[src/rtl/adat_deframer.sv]
// ADAT frame deframer: aligns to the sync run, then unpacks user bits and 8x24-bit samples.
// Pulses appear one cycle after the accepting bit strobe; there is no backpressure, since outputs are plain strobes.
module adat_deframer (
  input  logic        clk_i,
  input  logic        rst_i,
  input  logic        data_i,
  input  logic        bit_en_i,
  input  logic        locked_i,
  output logic [23:0] sample_o,
  output logic [2:0]  channel_o,
  output logic        sample_valid_o,
  output logic [3:0]  user_o,
  output logic        user_valid_o,
  output logic        frame_sync_o,
  output logic        in_frame_o,
  output logic        error_o
);

  typedef enum logic [1:0] {HUNT, USER, CHAN} state_t;

  state_t      state, state_nx;
  logic [3:0]  zcnt, zcnt_nx;
  logic [2:0]  bcnt, bcnt_nx;
  logic [2:0]  nib, nib_nx;
  logic [2:0]  chan, chan_nx;
  logic [23:0] shreg, shreg_nx;
  logic [3:0]  ubits, ubits_nx;
  logic        post_frame, post_frame_nx;
  logic [23:0] sample_nx;
  logic [2:0]  channel_nx;
  logic [3:0]  user_nx;
  logic        in_frame_nx, sample_valid_nx, user_valid_nx, frame_sync_nx, error_nx;

  always_ff @(posedge clk_i or posedge rst_i) begin
    if (rst_i) begin
      state          <= HUNT;
      zcnt           <= '0;
      bcnt           <= '0;
      nib            <= '0;
      chan           <= '0;
      shreg          <= '0;
      ubits          <= '0;
      post_frame     <= 1'b0;
      sample_o       <= '0;
      channel_o      <= '0;
      user_o         <= '0;
      in_frame_o     <= 1'b0;
      sample_valid_o <= 1'b0;
      user_valid_o   <= 1'b0;
      frame_sync_o   <= 1'b0;
      error_o        <= 1'b0;
    end else begin
      state          <= state_nx;
      zcnt           <= zcnt_nx;
      bcnt           <= bcnt_nx;
      nib            <= nib_nx;
      chan           <= chan_nx;
      shreg          <= shreg_nx;
      ubits          <= ubits_nx;
      post_frame     <= post_frame_nx;
      sample_o       <= sample_nx;
      channel_o      <= channel_nx;
      user_o         <= user_nx;
      in_frame_o     <= in_frame_nx;
      sample_valid_o <= sample_valid_nx;
      user_valid_o   <= user_valid_nx;
      frame_sync_o   <= frame_sync_nx;
      error_o        <= error_nx;
    end
  end

  always_comb begin
    state_nx        = state;
    zcnt_nx         = zcnt;
    bcnt_nx         = bcnt;
    nib_nx          = nib;
    chan_nx         = chan;
    shreg_nx        = shreg;
    ubits_nx        = ubits;
    post_frame_nx   = post_frame;
    sample_nx       = sample_o;
    channel_nx      = channel_o;
    user_nx         = user_o;
    in_frame_nx     = in_frame_o;
    sample_valid_nx = 1'b0;
    user_valid_nx   = 1'b0;
    frame_sync_nx   = 1'b0;
    error_nx        = 1'b0;

    if (!locked_i) begin
      // Lock loss silently abandons alignment; the decoder stream is meaningless until relock.
      state_nx      = HUNT;
      zcnt_nx       = '0;
      bcnt_nx       = '0;
      nib_nx        = '0;
      chan_nx       = '0;
      in_frame_nx   = 1'b0;
      post_frame_nx = 1'b0;
    end else if (bit_en_i) begin
      unique case (state)
        HUNT: begin
          if (!data_i) begin
            zcnt_nx = (zcnt == 4'hF) ? zcnt : zcnt + 4'd1;
          end else if (zcnt >= 4'd10) begin
            state_nx      = USER;
            frame_sync_nx = 1'b1;
            in_frame_nx   = 1'b1;
            post_frame_nx = 1'b0;
            bcnt_nx       = '0;
          end else begin
            zcnt_nx = '0;
            // A short gap right after a full frame means the sync slipped.
            if (post_frame) begin
              error_nx      = 1'b1;
              in_frame_nx   = 1'b0;
              post_frame_nx = 1'b0;
            end
          end
        end
        USER: begin
          if (bcnt < 3'd4) begin
            ubits_nx = {ubits[2:0], data_i};
            bcnt_nx  = bcnt + 3'd1;
          end else if (data_i) begin
            user_nx       = ubits;
            user_valid_nx = 1'b1;
            state_nx      = CHAN;
            bcnt_nx       = '0;
            nib_nx        = '0;
            chan_nx       = '0;
          end else begin
            error_nx    = 1'b1;
            in_frame_nx = 1'b0;
            state_nx    = HUNT;
            zcnt_nx     = 4'd1;
            bcnt_nx     = '0;
          end
        end
        CHAN: begin
          if (bcnt < 3'd4) begin
            shreg_nx = {shreg[22:0], data_i};
            bcnt_nx  = bcnt + 3'd1;
          end else if (data_i) begin
            bcnt_nx = '0;
            if (nib == 3'd5) begin
              sample_nx       = shreg;
              channel_nx      = chan;
              sample_valid_nx = 1'b1;
              nib_nx          = '0;
              if (chan == 3'd7) begin
                state_nx      = HUNT;
                zcnt_nx       = '0;
                chan_nx       = '0;
                post_frame_nx = 1'b1;
              end else begin
                chan_nx = chan + 3'd1;
              end
            end else begin
              nib_nx = nib + 3'd1;
            end
          end else begin
            // The bad separator zero is also the first zero of the next sync run.
            error_nx    = 1'b1;
            in_frame_nx = 1'b0;
            state_nx    = HUNT;
            zcnt_nx     = 4'd1;
            bcnt_nx     = '0;
            nib_nx      = '0;
            chan_nx     = '0;
          end
        end
        default: state_nx = HUNT;
      endcase
    end
  end

endmodule

[config.mk]
export PLATFORM = sky130hd
export DESIGN_NAME = adat_deframer
export DESIGN_NICKNAME = d
export VERILOG_FILES = /design/src/rtl/adat_deframer.sv
export SDC_FILE = /design/constraint.sdc
export NUM_CORES = 1
export LEC_CHECK = 0
export CORE_ASPECT_RATIO = 0.7
export CORE_MARGIN = 2
export CORE_UTILIZATION = 65
export CTS_CLUSTER_DIAMETER = 200
export DETAILED_ROUTE_END_ITERATION = 10
export DONT_BUFFER_PORTS = 1
export PLACE_DENSITY = 0.81
export SLEW_MARGIN = 25
export SYNTH_ARGS = -nofsm -noshare
export SYNTH_HDL_FRONTEND = slang
export SYNTH_SLANG_ARGS = --single-unit
[constraint.sdc]
create_clock -name clk_i -period 5.55 [get_ports clk_i]
set_clock_uncertainty 0.2 [all_clocks]
set_input_delay 1.665 -clock clk_i [delete_from_list [all_inputs] [get_ports clk_i]]
set_output_delay 1.665 -clock clk_i [all_outputs]
set_load 0.03 [all_outputs]
* After elaboration in Yosys (flattened, before gate mapping)
Index checks and enable logic that the tools add are counted.
** Word-level totals
- Bits in registers :: 80
- Input bits :: 5
- Output and inout port bits :: 36
- Logic and storage cells :: 146
** Operators by class
- $add $sub $neg :: 4
- $lt $le $gt $ge :: 2
- Equal/unequal tests :: 26
- Muxes and demuxes :: 84
- Bitwise operators :: 1
- Reduce and logical (&&, ||, !) cells :: 13
** Operator list (count)
- $mux W3 :: 18
- $mux W4 :: 11
- $mux W1 :: 37
- $ne A3 B3 Y1 const B :: 11
- $mux W2 :: 10
- $ne A4 B4 Y1 const B :: 5
- $pmux W3 S2 :: 3
- $reduce_and A6 Y1 :: 3
- $reduce_and A7 Y1 :: 2
- $pmux W4 S3 :: 1
- $reduce_and A4 Y1 :: 3
- $reduce_and A5 Y1 :: 2
- $add A3 B1 Y3 const B :: 3
- $reduce_and A9 Y1 :: 1
- $eq A3 B3 Y1 const B :: 2
- $ne A3 B1 Y1 const B :: 2
- $pmux W1 S2 :: 3
- $pmux W2 S3 :: 1
- $add A4 B1 Y4 const B :: 1
- $eq A4 B4 Y1 const B :: 1
- $ge A4 B4 Y1 const B :: 1
- $ne A4 B1 Y1 const B :: 1
- $lt A3 B3 Y1 const B :: 1
- $ne A3 B2 Y1 const B :: 1
- other kinds (6) :: 6

* Depth between registers and ports, before layout
Gate-level depths: netlist of the first run.
- Depth after elaboration :: 8
- Mapped depth :: 8

* Worst setup path before layout of the first run
OpenSTA, ideal clock, no wires.
- Path type :: input to register
- From :: in bit_en_i
- To :: reg sample_o[16]
- Setup time :: 125 ps
- Arrival :: 2834 ps
- Required time :: 5225 ps
- Slack :: 2392 ps
- Stages :: 4
- Buffers on the path :: 1
- Cells stage by stage :: nand2_2 nor4_4 buf_6 mux2_2
** Between the ends
- Word-level cells in the longest chain between the ends :: 1
** Ends and longest elaborated chain
- start, declared :: line 7 : input logic bit_en_i,
- $reduce_and A6 Y1 (no source line)
- end signal, assigned :: line 61 : sample_o <= sample_nx;
- end, declared :: line 9 : output logic [23:0] sample_o,
Every way passes these cells.
A chain may end at the register's enable or synchronous reset.

* Worst setup path after layout of the first run
- From :: in bit_en_i
- To :: reg shreg[16]
** Between the ends
- Word-level cells in the longest chain between the ends :: 1
** Ends and longest elaborated chain
- $reduce_and A4 Y1 (no source line)
- end signal, assigned :: line 58 : shreg <= shreg_nx;
- end, declared :: line 26 : logic [23:0] shreg, shreg_nx;
Every way passes these cells.

==> impl_metrics.ini, run 1 <==
[synth]
synth_nets = 293
post_syn_area_mm2 = 0.00351
yosys_most_used_dff = sky130_fd_sc_hd__dfrtp_1
syn_area_per_cell_um2 = 12.6
synth_sequential_area_ratio = 0.571
library_cell_occupying_the_most_area_in_the_post_synthesis_netlist = sky130_fd_sc_hd__dfrtp_1
post_synth_edffs = 0
synthesis.yosys.warnings = 0
netlist_instances = 278
synth_async_sr_flop_share = 1.00
synth_register_bits = 80
synth.top_cell.area_share = 0.571
synth_top_cells_by_area = sky130_fd_sc_hd__dfrtp_1 57%, sky130_fd_sc_hd__mux2_2 18%, sky130_fd_sc_hd__ha_1 3.6%
synthDistinctLibCells = 44

[critical_path]
critical_path_class = in -> reg
critPathCaptureType = flop
timing.critical_path.from_type = input pin
worst_ep_arrival_time_ns = 3.01
critical_path.max_fanout = 25
worst_ep_required_time_ns = 5.58

[grt]
number_of_global_route_vias_before_repair = 2144
grt_remaining_overflow = 0
gr_util_all_layers = 0.235
largest_net_degree_at_the_start_of_global_routing = 46
antenna_found_initial = 0
global_route_wire_length_before_repair_um = 10700

[routing]
remaining_drc_errors = 0
avgViaCountPerCell = 6.01
dr.pass1.iters = 4
routed-via-count = 2151
dr.first_iter.drc_count = 159
route.antenna.remaining_nets = 0
sum_of_routed_wire_length_over_all_layers_um = 6330
detail_route.wl_per_cell_um = 17.7

[timing]
period_share = 0.537
layout_min_cycle_time_ns = 2.98
timing.slew.headroom = 0.504
slew_viol_final = 0
worst-slew-pin-transition_ns = 0.744
fmax_mhz = 336
setup_total_negative_slack_ns = 0
final_hold_viol_count = 0
rsz0062_at_grt = no
report.final.setup_viol = 0

[placed_design]
routabilityCongestion = 0.902
dp_hpwl_um = 4060
io_buffers = 0

[layout]
syn2layout_area_growth_pct = 8.13
n_fill_cell = 361
antenna_cells = 0
final_cell_mix = 80 x sky130_fd_sc_hd__dfrtp_1, 55 x sky130_fd_sc_hd__mux2_2, 24 x sky130_fd_sc_hd__nand2_1
multi_input_comb_area_mm2 = 0.00141
layout_commonest_cell = sky130_fd_sc_hd__dfrtp_1
finalNetCount = 296
drive_gt1_frac = 0.283
seqCellArea_mm2 = 0.00200

[clocking]
root_buffer = sky130_fd_sc_hd__clkbuf_8
postCtsResizedCells = 0
insertion_delay_ns = 0.35
tritoncts_num_sinks = 80
cts_post_setup_buffers_inserted = 0
post_cts_hold_buffer_count = 0
clock_tree.htree_level_count = 3
clock_tree.buffer_depth = 2
cts_tree = done
cts_made_buffers = 9
clk_transition_reported_paths_ns = 0.08

[pwr]
power.total_uw = 1220
ir_drop_v = 0.000217
leakage_uw = 0.00187
pwr_density_cell_mw_per_mm2 = 320

[floorplanning]
core_area_mm2 = 0.00523
core.rowCount = 22
fp.dieW_um = 91.8
initial_utilization = 0.671
fp.dieH_um = 65.5
die-area_mm2 = 0.00601
io_pins = 41

[run]
total_of_max_cap_violations = 0

[hold_path]
hold_path.class = reg -> reg

[run_status]
run_status = complete, no violations
-- metrics by stage --
stage / utilization / setup slack, ns / area [um2] / hold slack (ns) / std cells
floorplan: - / 1.63 / 3510 / 0.262 / 278
global placement: 0.680 / 2.31 / 3560 / 0.288 / 342
detailed placement: 0.680 / 2.27 / 3560 / 0.294 / 342
CTS: 0.725 / 2.60 / 3790 / 0.311 / 358
global route: 0.725 / 2.46 / 3790 / 0.334 / 358
finish: 0.725 / 2.57 / 3790 / 0.314 / 358
-- critical path: stages --
cell                      delay (ns)
sky130_fd_sc_hd__inv_1          0.05
sky130_fd_sc_hd__nor2_1         0.25
sky130_fd_sc_hd__nand3_2        0.54
sky130_fd_sc_hd__mux2_2         0.49
-- sequential cells by signal, summed over array words and instances (netlist names), 2 cells and up --
signal,count
ubits,4
bcnt,3
channel_o,3
sample_o,24
user_o,4
state,2
chan,3
nib,3
shreg,24
zcnt,4
-- worst paths after layout --
check                      startpoint  cells after the start        endpoint  slack [ns]
setup / recovery             bit_en_i                      4       shreg[16]        2.57
hold / removal                bcnt[0]                      1         bcnt[0]        0.31
setup reg to reg             state[0]                      7         chan[0]        2.95
hold reg to reg               bcnt[0]                      1         bcnt[0]        0.31
max in group asynchronous       rst_i                      2    sample_o[17]        3.14
min in group asynchronous       rst_i                      1  sample_valid_o        1.09
-- layout make-up --
| class | instances | area share |
|---|---|---|
| Timing Repair Buffer | 2 | 0.00396 |
| Multi-Input combinational cell | 178 | 0.372 |
| Tap cell | 72 | 0.0237 |
| Inverter | 10 | 0.0102 |
| Clock inverter | 5 | 0.0224 |
| Clock buffer | 11 | 0.0399 |
| Sequential cell | 80 | 0.528 |
-- cells in the mapped netlist (2+ instances only) --
cell type                   number
sky130_fd_sc_hd__o21ai_0        19
sky130_fd_sc_hd__o31ai_1         2
sky130_fd_sc_hd__ha_1           10
sky130_fd_sc_hd__nand4_1         4
sky130_fd_sc_hd__nand3_2         2
sky130_fd_sc_hd__nor4_1          2
sky130_fd_sc_hd__nor2_1         16
sky130_fd_sc_hd__o2111ai_1       2
sky130_fd_sc_hd__a21o_1          2
sky130_fd_sc_hd__buf_2           3
sky130_fd_sc_hd__dfrtp_1        80
sky130_fd_sc_hd__nand3_1         2
sky130_fd_sc_hd__nand2_1        24
sky130_fd_sc_hd__nor3_1          4
sky130_fd_sc_hd__and3_1          2
sky130_fd_sc_hd__buf_6           2
sky130_fd_sc_hd__nand2b_1        2
sky130_fd_sc_hd__nor4_4          2
sky130_fd_sc_hd__mux2_2         55
sky130_fd_sc_hd__clkbuf_1        3
sky130_fd_sc_hd__a21oi_1         6
sky130_fd_sc_hd__inv_1          10
sky130_fd_sc_hd__mux2_1          2
sky130_fd_sc_hd__mux2i_1         2
-- layer usage --
metal,part of all wire,wire [um],global-route usage,vias to the layer above
li1,-,-,-,990
met1,0.45,2850,0.318,1066
met2,0.46,2890,0.354,85
met3,0.076,481,0.0849,10
met4,0.016,102,0.0914,0
met5,0,0,0,-
-- logic make-up after synthesis --
| logic type | after synthesis | share of synthesized area |
|---|---|---|
| compound gates | 41 | 0.0742 |
| xor+xnor | 1 | 0.00250 |
| fa+ha+maj | 10 | 0.0357 |
| buf+inv | 20 | 0.0271 |
| flops | 80 | 0.571 |
| mux | 59 | 0.189 |
| simple gates | 67 | 0.101 |
-- where the power goes --
group | total (uW) | switching [uW] | internal [uW]
logic | 105 | 68.5 | 36.6
clock network | 491 | 210 | 281
registers | 619 | 16.8 | 603
Power figures use the tool's default switching activity.
==> run 2, diff against run 1 <==
- CORE_UTILIZATION: 65 -> 62
- PLACE_DENSITY: 0.81 -> 0.78
- clock period: 5.55 -> 2.9 ns (I/O delays scaled with it)
==> impl_metrics.ini, run 2 (synthesis gave the netlist of run 1 again) <==
[timing]
period_share = 0.871
report.final.setup_viol = 0
worst-slew-pin-transition_ns = 0.647
rsz0062_at_grt = no
slew_viol_final = 0
fmax_mhz = 396
hold-worst-slack_ns = 0.242
setup_total_negative_slack_ns = 0
layout_min_cycle_time_ns = 2.53
final_hold_viol_count = 0
timing.slew.headroom = 0.564
worst_slack_ns = 0.375

[grt]
gr_util_all_layers = 0.227
number_of_global_route_vias_before_repair = 2130
grt_remaining_overflow = 0
global_route_wire_length_before_repair_um = 10700
largest_net_degree_at_the_start_of_global_routing = 31
antenna_found_initial = 0

[critical_path]
worst-r2r-cell-count = 7
critical_path_class = reg -> reg
critPathCaptureType = flop
worst_ep_arrival_time_ns = 2.54
timing.critical_path.from_type = flop
critical_path.max_fanout = 9
worst_ep_required_time_ns = 2.91

[routing]
avgViaCountPerCell = 5.96
sum_of_routed_wire_length_over_all_layers_um = 6460
remaining_drc_errors = 0
dr.first_iter.drc_count = 164
detail_route.wl_per_cell_um = 17.8
routed-via-count = 2164
dr.pass1.iters = 4
route.antenna.remaining_nets = 0

[floorplanning]
initial_utilization = 0.657
fp.dieH_um = 66.9
fp.dieW_um = 93.9
core.rowCount = 22
core_area_mm2 = 0.00534
die-area_mm2 = 0.00629
io_pins = 41

[clocking]
cts_post_setup_buffers_inserted = 0
insertion_delay_ns = 0.34
root_buffer = sky130_fd_sc_hd__clkbuf_8
cts_tree = done
postCtsResizedCells = 0
clock_tree.buffer_depth = 2
tritoncts_num_sinks = 80
clk_transition_reported_paths_ns = 0.08
clock_tree.htree_level_count = 3
cts_made_buffers = 9
post_cts_hold_buffer_count = 0

[pwr]
ir_drop_v = 0.000491
power.total_uw = 2220
leakage_uw = 0.00188
pwr_density_cell_mw_per_mm2 = 582

[layout]
n_fill_cell = 375
layout_commonest_cell = sky130_fd_sc_hd__dfrtp_1
largest_regs = sample_o x24, shreg x24
finalNetCount = 301
syn2layout_area_growth_pct = 8.74
drive_gt1_frac = 0.296
final_cell_mix = 80 x sky130_fd_sc_hd__dfrtp_1, 55 x sky130_fd_sc_hd__mux2_2, 24 x sky130_fd_sc_hd__nand2_1
antenna_cells = 0

[run]
total_of_max_cap_violations = 0

[placed_design]
io_buffers = 0
dp_hpwl_um = 4330
routabilityCongestion = 0.907
post-place-ws_ns = 0.431

[hold_path]
hold_path.class = in -> async

[run_status]
run_status = complete, no violations
-- run 2: cell count changes in the layout (fill, tap and decap cells not counted) --
cell                         change
sky130_fd_sc_hd__clkbuf_8        -1
sky130_fd_sc_hd__buf_12          +1
sky130_fd_sc_hd__inv_6           -1
sky130_fd_sc_hd__buf_4           +4
sky130_fd_sc_hd__clkinv_4        +1
sky130_fd_sc_hd__clkinvlp_4      +2
sky130_fd_sc_hd__bufinv_16       -1
-- run 2: power by group --
group	total [uW]	switching [uW]	internal [uW]
combinational	209	134	74.8
sequential	1190	32.3	1150
clock	826	402	424
total	2220	568	1650
-- run 2: critical path: stages (launching register included) --
cell and delay [ns]:
sky130_fd_sc_hd__dfrtp_1 0.42, sky130_fd_sc_hd__inv_1 0.15, sky130_fd_sc_hd__ha_1 0.38, sky130_fd_sc_hd__nor3b_1 0.40, sky130_fd_sc_hd__a21oi_1 0.15, sky130_fd_sc_hd__a211o_1 0.38
sky130_fd_sc_hd__o21ai_0 0.20, sky130_fd_sc_hd__o21ai_0 0.11
-- run 2: metrics by stage --
stage	utilization	std cells	cell area, um2
2_1_floorplan	-	278	3510
3_3_place_gp	0.676	347	3610
3_5_place_dp	0.676	347	3610
4_1_cts	0.714	363	3810
5_1_grt	0.714	363	3810
6_report	0.714	363	3810
-- run 2: cell type report --
class / instances / area (um2) / share of cell area
clock buffer: 10 / 138 / 0.0361
clock inverter: 6 / 67.6 / 0.0177
inverter: 10 / 41.3 / 0.0108
multi-input combinational: 178 / 1410 / 0.370
sequential: 80 / 2000 / 0.525
tap: 72 / 90.1 / 0.0236
timing repair buffer: 7 / 65.1 / 0.0171
-- run 2: path summary, 6_finish.rpt --
kind                       startpoint  slack (ns)      endpoint
hold reg to reg                nib[2]        0.31        nib[2]
setup reg to reg             state[0]        0.37       zcnt[2]
max in group asynchronous       rst_i        1.67  channel_o[2]
min in group clk_i             nib[2]        0.31        nib[2]
setup / recovery             state[0]        0.37       zcnt[2]
hold / removal                  rst_i        0.24  sample_o[12]
-- run 2: metal layers --
metal  vias to the layer above  track usage  wire length [um]
met4                         0       0.0670                61
met5                         -            0                 0
met3                         6       0.0928               476
met2                        69        0.330              3020
li1                       1001            -                 -
met1                      1088        0.315              2910
==> edit, RTL diff (flow settings as in run 1) <==
Register the inputs `data_i`, `bit_en_i` and `locked_i` before use. The logic sees them one clock later.
--- a/src/rtl/adat_deframer.sv
+++ b/src/rtl/adat_deframer.sv
@@ -18,4 +18,14 @@
 
   typedef enum logic [1:0] {HUNT, USER, CHAN} state_t;
+
+  logic data_q;
+  logic bit_en_q;
+  logic locked_q;
+
+  always_ff @(posedge clk_i) begin
+    data_q   <= data_i;
+    bit_en_q <= bit_en_i;
+    locked_q <= locked_i;
+  end
 
   state_t      state, state_nx;
@@ -88,5 +98,5 @@
     error_nx        = 1'b0;
 
-    if (!locked_i) begin
+    if (!locked_q) begin
       // Lock loss silently abandons alignment; the decoder stream is meaningless until relock.
       state_nx      = HUNT;
@@ -97,8 +107,8 @@
       in_frame_nx   = 1'b0;
       post_frame_nx = 1'b0;
-    end else if (bit_en_i) begin
+    end else if (bit_en_q) begin
       unique case (state)
         HUNT: begin
-          if (!data_i) begin
+          if (!data_q) begin
             zcnt_nx = (zcnt == 4'hF) ? zcnt : zcnt + 4'd1;
           end else if (zcnt >= 4'd10) begin
@@ -120,7 +130,7 @@
         USER: begin
           if (bcnt < 3'd4) begin
-            ubits_nx = {ubits[2:0], data_i};
+            ubits_nx = {ubits[2:0], data_q};
             bcnt_nx  = bcnt + 3'd1;
-          end else if (data_i) begin
+          end else if (data_q) begin
             user_nx       = ubits;
             user_valid_nx = 1'b1;
@@ -139,7 +149,7 @@
         CHAN: begin
           if (bcnt < 3'd4) begin
-            shreg_nx = {shreg[22:0], data_i};
+            shreg_nx = {shreg[22:0], data_q};
             bcnt_nx  = bcnt + 3'd1;
-          end else if (data_i) begin
+          end else if (data_q) begin
             bcnt_nx = '0;
             if (nib == 3'd5) begin
Check against the original RTL: same outputs for any inputs over 10 cycles, from zero or initial values and one cycle with rst_i high; that may be too few to reach the edited logic, so the function may still have changed.
==> edit against run 1 <==
Non-clock buffer count stayed put; utilization grew 0.89 points; sequential cell count rose by 3; final area rose by 1.2%; area after synthesis grew 0.71%; routed wire length up 3.9%; worst setup slack better by 0.22 ns; critical path type is now reg2out; critical endpoint is now sample_o[1].
Power is not compared: it rests on default switching activity, and its combinational part moved more than twofold at a synthesized area within 25%.
==> edit: results (changes against run 1) <==
Outcome
  • Outcome: complete, no violations

Yosys
  • Avg Inst Size Synth: 12.7 sq um (+0.71%)
  • Post-synthesis async set-or-reset flop share: 96.4% (-3.6 points)
  • Compound-cell area share of the yosys netlist: 6.34% (-1.1 points)
  • Adder-Cell Fraction of Synth Area: 3.54% (-0.025 points)
  • Mux share of post-synthesis cell area: 18.1% (-0.81 points)
  • Synth top cells by count: dfrtp_1, mux2_2, nand2_1
  • Register area share after synthesis: 58.4% (+1.3 points)
  • Yosys cell types: 45 (+2.3%)
  • Xor-xnor portion of the synthesized cell area: 0% (-0.25 points)
  • Area contributors post-synth: dfrtp_1, mux2_2, nand2_1

Worst setup path
  • FF-to-FF End: channel_o[0]
  • Setup crit start kind: flip-flop
  • Critical Path Fanout Max: 2 (-92%)
  • Crit path required time: 3.69 ns (-1.89 ns)
  • FF-to-FF setup slack: 3.09 ns (+0.14 ns)
  • Critical Path Sink: sample_o[1]

Place
  • Post-Place Setup Slack: 2.72 ns (+0.448 ns)
  • Placed cell area: 3590 sq um (+0.88%)
  • IO buf count: 0 (unchanged)
  • Placed cells: 343 (+0.29%)
  • HPWL Detailed: 4390 microns (+8.0%)

Timing
  • Post-route minimum period: 2.76 ns (-0.218 ns)
  • Slew Limit Headroom: 50.5% (+0.11 points)
  • Hold WS: 0.269 ns (-0.0446 ns)

Detailed routing
  • DR vias: 2172 (+0.98%)
  • Starting DRC count in detailed routing: 216 (+36%)
  • Routed wl met3: 408 microns (-15%)
  • Met1 WL: 3210 microns (+12%)
  • WL per Instance: 18.3 microns (+3.6%)
  • Vias/cell: 6.05 (+0.70%)

Global route
  • Pin count of the biggest net entering global routing: 62 (+35%)
  • Met1 Use GR: 36.8% (+5.0 points)
  • First-pass GRT wire length: 11100 microns (+4.1%)
  • Initial antenna violation count: 0 (unchanged)
  • Met2 usage: 34.9% (-0.46 points)
  • Total track usage: 24.4% (+0.87 points)
  • Met3 Usage GRT: 6.54% (-1.9 points)

Worst hold path
  • HP Start: ubits[3]
  • Endpoint, Worst Hold: user_o[3]

Layout
  • Filler cells: 340 (-5.8%)
  • Area Growth Syn to Fin: 8.68%
  • Final net count: 297 (+0.34%)
  • Fraction of layout cells with a size suffix above 1: 27.9% (-0.45 points)
[edit: cell count changes in the layout (fill, tap and decap cells not counted), sizes merged, moves of 3 or more]
cell / run 1 / this run
mux2: 57 / 54
nand2: 25 / 38
o21ai: 19 / 13
nor4: 4 / 1
dfxtp: 0 / 3
nand4: 4 / 1
nand3: 4 / 7
nor2: 16 / 10
[edit: power by group through the flow]
stage	Sequential, W	Combinational (W)	Clock, W
global route	0.000612	0.0000272	0.000573
floorplan	0.000619	0.0000211	0
finish	0.000612	0.0000231	0.000537
global placement	0.000624	0.0000228	0
detailed placement	0.000624	0.0000237	0
CTS	0.000612	0.0000238	0.000545
[edit: layout make-up]
cell class              count  area share, %
flip-flops and latches     83           53.7
multi-input cells         177           36.1
clock inverters             7           3.32
clock buffers               9           3.23
well taps                  72           2.35
inverters                   9          0.912
repair buffers              2          0.391
